--- src/rtl/series_pkg.sv ---
// series_pkg: types shared by the series accumulator slice.
//   state_t : controller state encoding (IDLE, INIT, ACCUM, DONE).
package series_pkg;

    typedef enum logic [1:0] {
        IDLE  = 2'd0,
        INIT  = 2'd1,
        ACCUM = 2'd2,
        DONE  = 2'd3
    } state_t;

endpackage

--- src/rtl/series_datapath.sv ---
// series_datapath: term register b, result register w, term counter and
// sticky overflow for the arithmetic-series accumulator.
//   clk       : clock, all state on rising edge
//   reset     : asynchronous active-low reset
//   init      : load b from first, clear w, counter and overflow
//   acc       : perform one accumulation step (w+=b, b+=stride, cnt++)
//   first     : latched first term
//   stride    : latched term increment
//   n         : latched term count
//   w         : accumulated result
//   overflow  : sticky carry-out flag for the current run
//   last_term : counter has reached n-1 (final accumulation step)
module series_datapath
    import series_pkg::*;
#(
    parameter int unsigned WIDTH = 16,
    parameter int unsigned CNT_W = 8
) (
    input  logic             clk,
    input  logic             reset,
    input  logic             init,
    input  logic             acc,
    input  logic [WIDTH-1:0] first,
    input  logic [WIDTH-1:0] stride,
    input  logic [CNT_W-1:0] n,
    output logic [WIDTH-1:0] w,
    output logic             overflow,
    output logic             last_term
);

    logic [WIDTH-1:0] b;
    logic [CNT_W-1:0] cnt;
    logic [WIDTH:0]   w_sum;
    logic [WIDTH:0]   b_sum;

    // One extra bit on each adder exposes the carry out of WIDTH bits.
    always_comb begin
        w_sum = {1'b0, w} + {1'b0, b};
        b_sum = {1'b0, b} + {1'b0, stride};
    end

    // Terminal compare against n-1 so that the counter never has to reach n;
    // n = 2^CNT_W-1 therefore completes without the counter wrapping.
    always_comb begin
        last_term = (cnt == (n - CNT_W'(1)));
    end

    always_ff @(posedge clk or negedge reset) begin
        if (!reset) begin
            b        <= '0;
            w        <= '0;
            cnt      <= '0;
            overflow <= 1'b0;
        end else if (init) begin
            b        <= first;
            w        <= '0;
            cnt      <= '0;
            overflow <= 1'b0;
        end else if (acc) begin
            w        <= w_sum[WIDTH-1:0];
            b        <= b_sum[WIDTH-1:0];
            cnt      <= cnt + CNT_W'(1);
            overflow <= overflow | w_sum[WIDTH] | b_sum[WIDTH];
        end
    end

endmodule

--- src/rtl/series_accumulator.sv ---
// series_accumulator: computes w = sum_{i=0}^{n-1} (first + i*stride)
// modulo 2^WIDTH under a start/done handshake.
//   clk      : clock, all state on rising edge
//   reset    : asynchronous active-low reset
//   start    : run request, accepted only in IDLE
//   n        : number of terms (latched on accept)
//   first    : first term (latched on accept)
//   stride   : term increment (latched on accept)
//   busy     : high while in INIT or ACCUM
//   done     : one-cycle completion pulse
//   w        : result, held until the next accepted start
//   overflow : sticky carry-out of either adder during the run
module series_accumulator
    import series_pkg::*;
#(
    parameter int unsigned WIDTH = 16,
    parameter int unsigned CNT_W = 8
) (
    input  logic             clk,
    input  logic             reset,
    input  logic             start,
    input  logic [CNT_W-1:0] n,
    input  logic [WIDTH-1:0] first,
    input  logic [WIDTH-1:0] stride,
    output logic             busy,
    output logic             done,
    output logic [WIDTH-1:0] w,
    output logic             overflow
);

    state_t           state;
    logic [CNT_W-1:0] n_q;
    logic [WIDTH-1:0] first_q;
    logic [WIDTH-1:0] stride_q;
    logic             init_stb;
    logic             acc_stb;
    logic             last_term;

    always_comb begin
        init_stb = (state == INIT);
        acc_stb  = (state == ACCUM);
    end

    // busy and done are registered alongside the state so they change
    // exactly on the state transitions that define them.
    always_ff @(posedge clk or negedge reset) begin
        if (!reset) begin
            state    <= IDLE;
            n_q      <= '0;
            first_q  <= '0;
            stride_q <= '0;
            busy     <= 1'b0;
            done     <= 1'b0;
        end else begin
            case (state)
                IDLE: begin
                    if (start) begin
                        n_q      <= n;
                        first_q  <= first;
                        stride_q <= stride;
                        busy     <= 1'b1;
                        state    <= INIT;
                    end
                end
                INIT: begin
                    if (n_q != '0) begin
                        state <= ACCUM;
                    end else begin
                        busy  <= 1'b0;
                        done  <= 1'b1;
                        state <= DONE;
                    end
                end
                ACCUM: begin
                    if (last_term) begin
                        busy  <= 1'b0;
                        done  <= 1'b1;
                        state <= DONE;
                    end
                end
                DONE: begin
                    done  <= 1'b0;
                    state <= IDLE;
                end
                default: begin
                    busy  <= 1'b0;
                    done  <= 1'b0;
                    state <= IDLE;
                end
            endcase
        end
    end

    series_datapath #(
        .WIDTH(WIDTH),
        .CNT_W(CNT_W)
    ) u_datapath (
        .clk       (clk),
        .reset     (reset),
        .init      (init_stb),
        .acc       (acc_stb),
        .first     (first_q),
        .stride    (stride_q),
        .n         (n_q),
        .w         (w),
        .overflow  (overflow),
        .last_term (last_term)
    );

endmodule

--- config.mk ---
export PLATFORM = sky130hd
export DESIGN_NAME = series_accumulator
export DESIGN_NICKNAME = d
export VERILOG_FILES = /design/src/rtl/series_pkg.sv /design/src/rtl/series_datapath.sv /design/src/rtl/series_accumulator.sv
export SDC_FILE = /design/constraint.sdc
export NUM_CORES = 1
export LEC_CHECK = 0
export CAP_MARGIN = 20
export CORE_ASPECT_RATIO = 1.5
export CORE_MARGIN = 2
export CORE_UTILIZATION = 34
export CTS_BUF_LIST = sky130_fd_sc_hd__clkbuf_16
export CTS_CLUSTER_SIZE = 25
export DETAILED_ROUTE_END_ITERATION = 7
export PLACE_DENSITY = 0.63
export SLEW_MARGIN = 20
export SYNTH_ARGS = -nofsm -noshare
export SYNTH_HDL_FRONTEND = slang
export SYNTH_SLANG_ARGS = --single-unit
export TNS_END_PERCENT = 50
--- constraint.sdc ---
create_clock -name clk -period 4.9 [get_ports clk]
set_input_delay 0.98 -clock clk [delete_from_list [all_inputs] [get_ports clk]]
set_output_delay 0.98 -clock clk [all_outputs]
set_load 0.05 [all_outputs]
==> results of run 1 <==
## metrics by stage
stage          cell area [sq um]  util, %  power (W)
6_report                    6245    42.79   0.001482
5_1_grt                     6245    42.79   0.001532
2_1_floorplan               5100        -  0.0007153
4_1_cts                     6245    42.79   0.001500
3_5_place_dp                5922    40.58  0.0007639
3_3_place_gp                5922    40.58  0.0007635
## kinds of logic (layout without fill, tap and decap cells)
group,count (synthesis),count (layout),synth area share (%)
AOI/OAI and AO/OA,127,127,17.44
and+or+nand+nor,116,116,11.14
DFF,85,85,41.71
muxes,49,49,10.65
adders and majority gates,41,41,10.35
xor gates and xnor gates,37,37,6.354
buffers and inverters,32,96,2.355
## registers in the layout, indices dropped and copies added, names as in the netlist
register             count
busy                     1
done                     1
first_q                 16
n_q                      8
state                    2
stride_q                16
u_datapath.b            16
u_datapath.cnt           8
u_datapath.overflow      1
u_datapath.w            16
## critical path, stage by stage (launching register included)
cell	delay, ps
sky130_fd_sc_hd__dfrtp_1	370
sky130_fd_sc_hd__ha_1	220
sky130_fd_sc_hd__inv_1	80
sky130_fd_sc_hd__fa_1	380
sky130_fd_sc_hd__nor2b_1	230
sky130_fd_sc_hd__o31a_1	250
sky130_fd_sc_hd__o22ai_2	150
sky130_fd_sc_hd__o31ai_2	390
sky130_fd_sc_hd__o31ai_4	100
sky130_fd_sc_hd__xnor2_1	130
sky130_fd_sc_hd__a221o_1	310
## layout by cell type, fill, tap and decap left out, types with 6 or more instances in the layout
| master | n |
|---|---|
| sky130_fd_sc_hd__dfrtp_1 | 85 |
| sky130_fd_sc_hd__a21o_1 | 6 |
| sky130_fd_sc_hd__o2bb2ai_1 | 7 |
| sky130_fd_sc_hd__xnor2_1 | 22 |
| sky130_fd_sc_hd__clkdlybuf4s50_1 | 60 |
| sky130_fd_sc_hd__a21oi_1 | 38 |
| sky130_fd_sc_hd__mux2i_1 | 7 |
| sky130_fd_sc_hd__mux2_2 | 42 |
| sky130_fd_sc_hd__o21ai_0 | 17 |
| sky130_fd_sc_hd__nor3_1 | 8 |
| sky130_fd_sc_hd__xor2_1 | 15 |
| sky130_fd_sc_hd__ha_1 | 39 |
| sky130_fd_sc_hd__inv_1 | 15 |
| sky130_fd_sc_hd__nand3_1 | 12 |
| sky130_fd_sc_hd__o31ai_1 | 7 |
| sky130_fd_sc_hd__nor2_1 | 38 |
| sky130_fd_sc_hd__a22o_1 | 9 |
| sky130_fd_sc_hd__nand2_1 | 24 |
| sky130_fd_sc_hd__clkbuf_16 | 9 |
## synth_stat cells (7+ instances only)
master and instances:
sky130_fd_sc_hd__xnor2_1 22, sky130_fd_sc_hd__o31ai_1 7, sky130_fd_sc_hd__nor3_1 8, sky130_fd_sc_hd__nand3_1 12, sky130_fd_sc_hd__ha_1 39, sky130_fd_sc_hd__o2bb2ai_1 7
sky130_fd_sc_hd__dfrtp_1 85, sky130_fd_sc_hd__xor2_1 15, sky130_fd_sc_hd__inv_1 15, sky130_fd_sc_hd__mux2i_1 7, sky130_fd_sc_hd__a21oi_1 38, sky130_fd_sc_hd__a22o_1 9
sky130_fd_sc_hd__o21ai_0 17, sky130_fd_sc_hd__nor2_1 38, sky130_fd_sc_hd__nand2_1 25, sky130_fd_sc_hd__clkbuf_1 15, sky130_fd_sc_hd__mux2_2 42
## metal layers
metal / track usage, % / part of all wire (%) / routed length (um)
met5: 0 / 0 / 0
met3: 2.416 / 2.9 / 335
met4: 7.529 / 3.2 / 367
met2: 26.32 / 52 / 5927
met1: 17.31 / 42 / 4734
## worst max-delay path by stage
stage	start	endpoint	cells past startpoint
after global routing	u_datapath.w[0]	u_datapath.overflow	9
after global placement	start	first_q[11]	3
after detailed placement	start	stride_q[7]	3
after CTS	u_datapath.b[0]	u_datapath.b[14]	10
final	u_datapath.b[0]	u_datapath.b[14]	10
after floorplan	u_datapath.w[0]	u_datapath.overflow	9
## power breakdown
part | leakage (nW) | total (W) | switching, W | internal [W]
Combinational | 1.63 | 0.0000474 | 0.0000179 | 0.0000295
Sequential | 1.17 | 0.000702 | 0 | 0.000702
Clock | 0.152 | 0.000733 | 0.000284 | 0.000449
## final cells by class
cell class	count	area, sq um	area share, %
multi-input combinational	370	2855	45.72
tap	196	245.2	3.927
timing repair buffer	65	638.1	10.22
clock inverter	7	97.59	1.563
clock buffer	9	225.2	3.606
inverter	15	56.30	0.9016
sequential	85	2127	34.06
==> results.yml, run 1 <==
timing:
  final_max_slew_viol_count: 0
  setup-violations-final: 0
  grt_setup_unrepaired: "no"
  finalWorstSetupSlack_ps: 2163
  finalSetupTns_ps: 0
  final_hold_violations: 0
  finalWorstPathRequiredPeriod_ps: 2737
  fin_worst_hold_slack_ps: 494.4
  final_cycle_share_pct: 55.85
  timing.clock.skew_ps: 8.518
  tightestPinTransition_ps: 974.4
  fmax_mhz: 365.4
  slew_hr_pct: 34.81
clock_tree:
  maximum_buffer_depth_of_the_clock_tree: 2
  cts_htree_levels: 3
  path_clk_slew_ps: 60
  clock-root-buffer: "sky130_fd_sc_hd__clkbuf_16"
  cts_hold_buffers: 0
  worst_skew_pair.late_latency_ps: 340
  post_cts_resized: 0
  clkSinkCount: 85
  tritoncts_clock_tree: "built"
  post-cts-setup-buffer-count: 0
  clock_buffer_count_from_cts: 9
global_routing:
  grt_first_pass_wirelength_um: 19380
  gr-total-overflow: 0
  antenna_found_initial: 0
  grt_usage_pct: 14.88
  largest_net_degree_at_the_start_of_global_routing: 61
  number_of_global_route_vias_before_repair: 4063
floorplanning:
  start_util_pct: 34.95
  chipWidth_um: 104
  top_level_ports: 62
  design.die.area_sq_um: 16020
  number_of_placement_rows: 54
  die_h_um: 154.0
  core-area_sq_um: 14590
yosys:
  top_cell_type_by_total_area_after_synthesis: "sky130_fd_sc_hd__dfrtp_1"
  post_syn_instances: 487
  yosysSeqAreaShare_pct: 41.71
  async_flop_share_pct: 100.0
  synth_largest_type_area_fraction_pct: 41.71
  synth_seq_cells: 85
  yosysUniqueCellTypes: 56
  netlist_area_sq_um: 5100
  post_synth.cell_area_avg_sq_um: 10.47
  synth_top_cells_by_area: "sky130_fd_sc_hd__dfrtp_1 (42%), sky130_fd_sc_hd__ha_1 (9.6%), sky130_fd_sc_hd__mux2_2 (9.3%), sky130_fd_sc_hd__xnor2_1 (3.8%), sky130_fd_sc_hd__a21oi_1 (3.7%)"
  synth.net_count: 571
  yosysWarnings: 0
  ys.flop_type: "sky130_fd_sc_hd__dfrtp_1"
  synth-edff-count: 0
hold_path:
  min_delay_path_depth: 2
  whs_endpoint: "done"
  timing.hold.worst.start: "done"
  worstHoldPathType: "reg2reg"
job:
  maxCapViolations: 0
place:
  place.gp.congestion: 0.8556
  place_inst: 731
  post-place-ws_ps: 2124
  portBuffers: 61
  dpl.hpwl_um: 8313
route:
  routedWlPerCell_um: 15.21
  dr.first_iter.drc_count: 120
  vias: 3908
  drt_first_pass_iters: 5
  drt_wl_total_um: 11370
  route.detailed.drc: 0
  vias_per_cell: 5.232
  count_of_nets_left_with_antenna_violations_after_detail_routing: 0
run_status:
  status: "finished clean"
final_layout:
  final_layout_size_suffix_gt1_share_pct: 13.07
  syn2layout_area_growth_pct: 22.45
  fillers: 1409
  non_filler_cells_final: 747
  finish.net_count: 630
  diodes: 0
critical_path:
  critical_path.endpoint_type: "register"
  r2r.worst_path.cells: 10
  critical_path.reg2reg.endpoint: "u_datapath.b[14]"
  setup.worst_path.start_class: "register"
  timing.critical_path.arrival_ps: 2950
  r2r-start: "u_datapath.b[0]"
  critical_path_peak_fanout: 3
  rrSetupSlack_ps: 2160
  critPathKind: "reg2reg"
  worst-endpoint-required_ps: 5120
power_and_ir_drop:
  powerDensity_nw_per_um2: 237.4
  vdd_ir_drop_max_v: 0.0001911
  cellLeakagePower_nw: 2.948
(Power assumes the default switching activity.)
==> run 2, diff against run 1 <==
--- a/config.mk
+++ b/config.mk
@@ -12,7 +12,7 @@
 export CTS_BUF_LIST = sky130_fd_sc_hd__clkbuf_16
 export CTS_CLUSTER_SIZE = 25
 export DETAILED_ROUTE_END_ITERATION = 7
-export PLACE_DENSITY = 0.63
+export PLACE_DENSITY = 0.65
 export SLEW_MARGIN = 20
 export SYNTH_ARGS = -nofsm -noshare
 export SYNTH_HDL_FRONTEND = slang
==> constraint.sdc (replaced) <==
create_clock -name clk -period 2.2 [get_ports clk]
set_input_delay 0.44 -clock clk [delete_from_list [all_inputs] [get_ports clk]]
set_output_delay 0.44 -clock clk [all_outputs]
set_load 0.05 [all_outputs]
==> run 2 against run 1 <==
  * The run now ends with negative setup slack left
  * Hold slack worse by 430 ps
  * Sequential share of layout area shrank 3.7 points
  * Sequential power up 120%
  * Final cell count grew 7.2%
  * Count of clock-buffer cells in the layout did not move
  * Register-to-register slack worse by 2300 ps
  * Worst setup slack got worse by 2300 ps
  * Via count is 7.9% higher
  * Die area did not move
  * Flip-flop and latch count is the same
  * Global-route usage grew 2.2 points
  * Maximum frequency up 18%
==> results.yml, run 2 (synthesized netlist as in run 1, its figures left out) <==
global_routing:
  number_of_global_route_vias_before_repair: 4451
  largest_net_degree_at_the_start_of_global_routing: 41
  grt_first_pass_wirelength_um: 21650
  grt_usage_pct: 17.07
  gr-total-overflow: 0
  antenna_found_initial: 0
route:
  dr.first_iter.drc_count: 123
  drt_first_pass_iters: 4
  detailroute.wirelength.met2_um: 7375
  vias_per_cell: 5.263
  drt_wl_total_um: 13540
  routedWlPerCell_um: 16.90
  vias: 4216
  met3_wirelength_um: 450
  drt-met1-wl_um: 5064
  route.detailed.drc: 0
  count_of_nets_left_with_antenna_violations_after_detail_routing: 0
  route.top_layer_used: "met4"
power_and_ir_drop:
  power.internal_w: 0.002621
  powerDensity_nw_per_um2: 472.7
  cellLeakagePower_nw: 3.256
  swShare_pct: 21.14
  comb_power_share_pct: 3.4
  clock_power_share_pct: 49.6
  power.switching_w: 0.0007028
  power_frac_seq_pct: 47.0
  post-layout-total-power_w: 0.003324
  vdd_ir_drop_max_v: 0.0003818
critical_path:
  crit_path_frequent_cell: "sky130_fd_sc_hd__o31ai_4"
  critical_path.endpoint_type: "register"
  critPathKind: "reg2reg"
  cpMaxStageDelayCell: "sky130_fd_sc_hd__dfrtp_1"
  timing.critical_path.arrival_ps: 2570
  critical_path_peak_fanout: 3
  worst-endpoint-required_ps: 2440
  cells_along_the_critical_path: "ha_2, inv_2, fa_2, nor2b_2, o31a_1, o22ai_2, o31ai_4, o31ai_4, xnor2_1, a221o_1"
  setup.worst_path.start_class: "register"
  critical-path-max-stage-delay_ps: 420
clock_tree:
  clock-root-buffer: "sky130_fd_sc_hd__clkbuf_16"
  worst_skew_pair.late_latency_ps: 350
  clock_buffer_count_from_cts: 9
  cts_hold_buffers: 0
  clkSinkCount: 85
  maximum_buffer_depth_of_the_clock_tree: 2
  cts_htree_levels: 3
  tritoncts_clock_tree: "built"
  path_clk_slew_ps: 60
final_layout:
  syn2layout_area_growth_pct: 37.88
  non_filler_cells_final: 801
  layout.core_utilization_pct: 48.18
  diodes: 0
  mostFrequentLayoutCells: "sky130_fd_sc_hd__dfrtp_1 (81), sky130_fd_sc_hd__clkdlybuf4s50_1 (60), sky130_fd_sc_hd__buf_4 (57)"
  mostFrequentLayoutCell: "sky130_fd_sc_hd__dfrtp_1"
  finish.net_count: 685
  final_layout_size_suffix_gt1_share_pct: 29.09
place:
  portBuffers: 61
  place.gp.congestion: 0.8828
  place_inst: 777
  dpl.hpwl_um: 10090
floorplanning:
  number_of_placement_rows: 54
  design.die.area_sq_um: 16020
  start_util_pct: 34.95
  core-area_sq_um: 14590
  top_level_ports: 62
  die_h_um: 154.0
  chipWidth_um: 104
timing:
  final_max_slew_viol_count: 0
  fmax_mhz: 429.6
  grt_setup_unrepaired: "yes"
  setup-violations-final: 4
  finalWorstPathRequiredPeriod_ps: 2328
  slew_hr_pct: 64.86
  final_hold_violations: 0
  finalWorstSetupSlack_ps: -127.7
  final_cycle_share_pct: 105.8
  tightestPinTransition_ps: 525.4
  timing.clock.skew_ps: 8.511
hold_path:
  worstHoldPathType: "in2async"
job:
  maxCapViolations: 0
run_status:
  violations_in_the_final_reports: "negative setup slack"
  status: "finished, violations left"
==> run 2: changes by cell type in the layout (fill, tap and decap cells not counted), sizes merged <==
cell and delta:
buf +55, clkinvlp -2, inv -1, clkinv +2
==> run 2: per-stage QoR <==
step | setup TNS (ps) | worst slack [ps] | instance area [sq um] | hold WS [ps]
finish | -399.1 | -127.7 | 7032 | 65.94
global route | -1176 | -253.9 | 7032 | 102.9
CTS | -421.2 | -125.5 | 6746 | 82.16
detailed placement | -1043 | -200.4 | 6327 | 453.8
global placement | -463.6 | -131.7 | 6327 | 452.7
floorplan | -442.4 | -145.6 | 5137 | 144.4
==> run 2: final timing paths <==
kind                                      start                end  slack (ps)  cells past startpoint
worst max-delay path            u_datapath.b[0]   u_datapath.b[14]        -130                     10
worst max register to register  u_datapath.b[0]   u_datapath.b[14]        -130                     10
worst min-delay path                      reset  u_datapath.cnt[5]          70                      1
max in group asynchronous                 reset    u_datapath.w[0]        1430                      2
worst min register to register             done               done         510                      2
min in group clk                           done               done         510                      2
==> run 2: final cells by class <==
type / count / area [sq um]
Fill cell: 1343 / 7562
Inverter: 15 / 56.30
Tap cell: 196 / 245.2
Clock inverter: 6 / 87.58
Multi-Input combinational cell: 370 / 3197
Clock buffer: 9 / 225.2
Timing Repair Buffer: 120 / 1089
Sequential cell: 85 / 2132
==> run 2: timing repair <==
| item | in CTS | in global routing |
|---|---|---|
| endpoints found under the setup margin | 14 | 23 |
| resized for setup | 14 | 45 |
| pin swaps | 18 | 24 |
| setup buffers | 3 | 8 |
==> run 2: layer usage <==
layer	global-route usage, %	up-vias
li1	-	2019
met1	17.72	2067
met2	31.70	99
met3	2.840	31
met4	10.55	0
met5	0	-
==> run 2: critical path: cells and delay by family (launching register included) <==
family | cells | cell delay, ps
fa+ha+maj | 2 | 560
flops | 1 | 420
compound gates | 5 | 930
simple gates | 1 | 140
xor+xnor | 1 | 120
buf+inv | 1 | 40
==> run 2: power groups by stage <==
stage                  logic, W  registers [W]  clock network, W
finish                 0.000111        0.00156           0.00165
global placement       0.000114        0.00159                 0
detailed placement     0.000115        0.00159                 0
global route           0.000124        0.00156           0.00174
floorplan           0.000000806        0.00159                 0
CTS                    0.000116        0.00156           0.00167
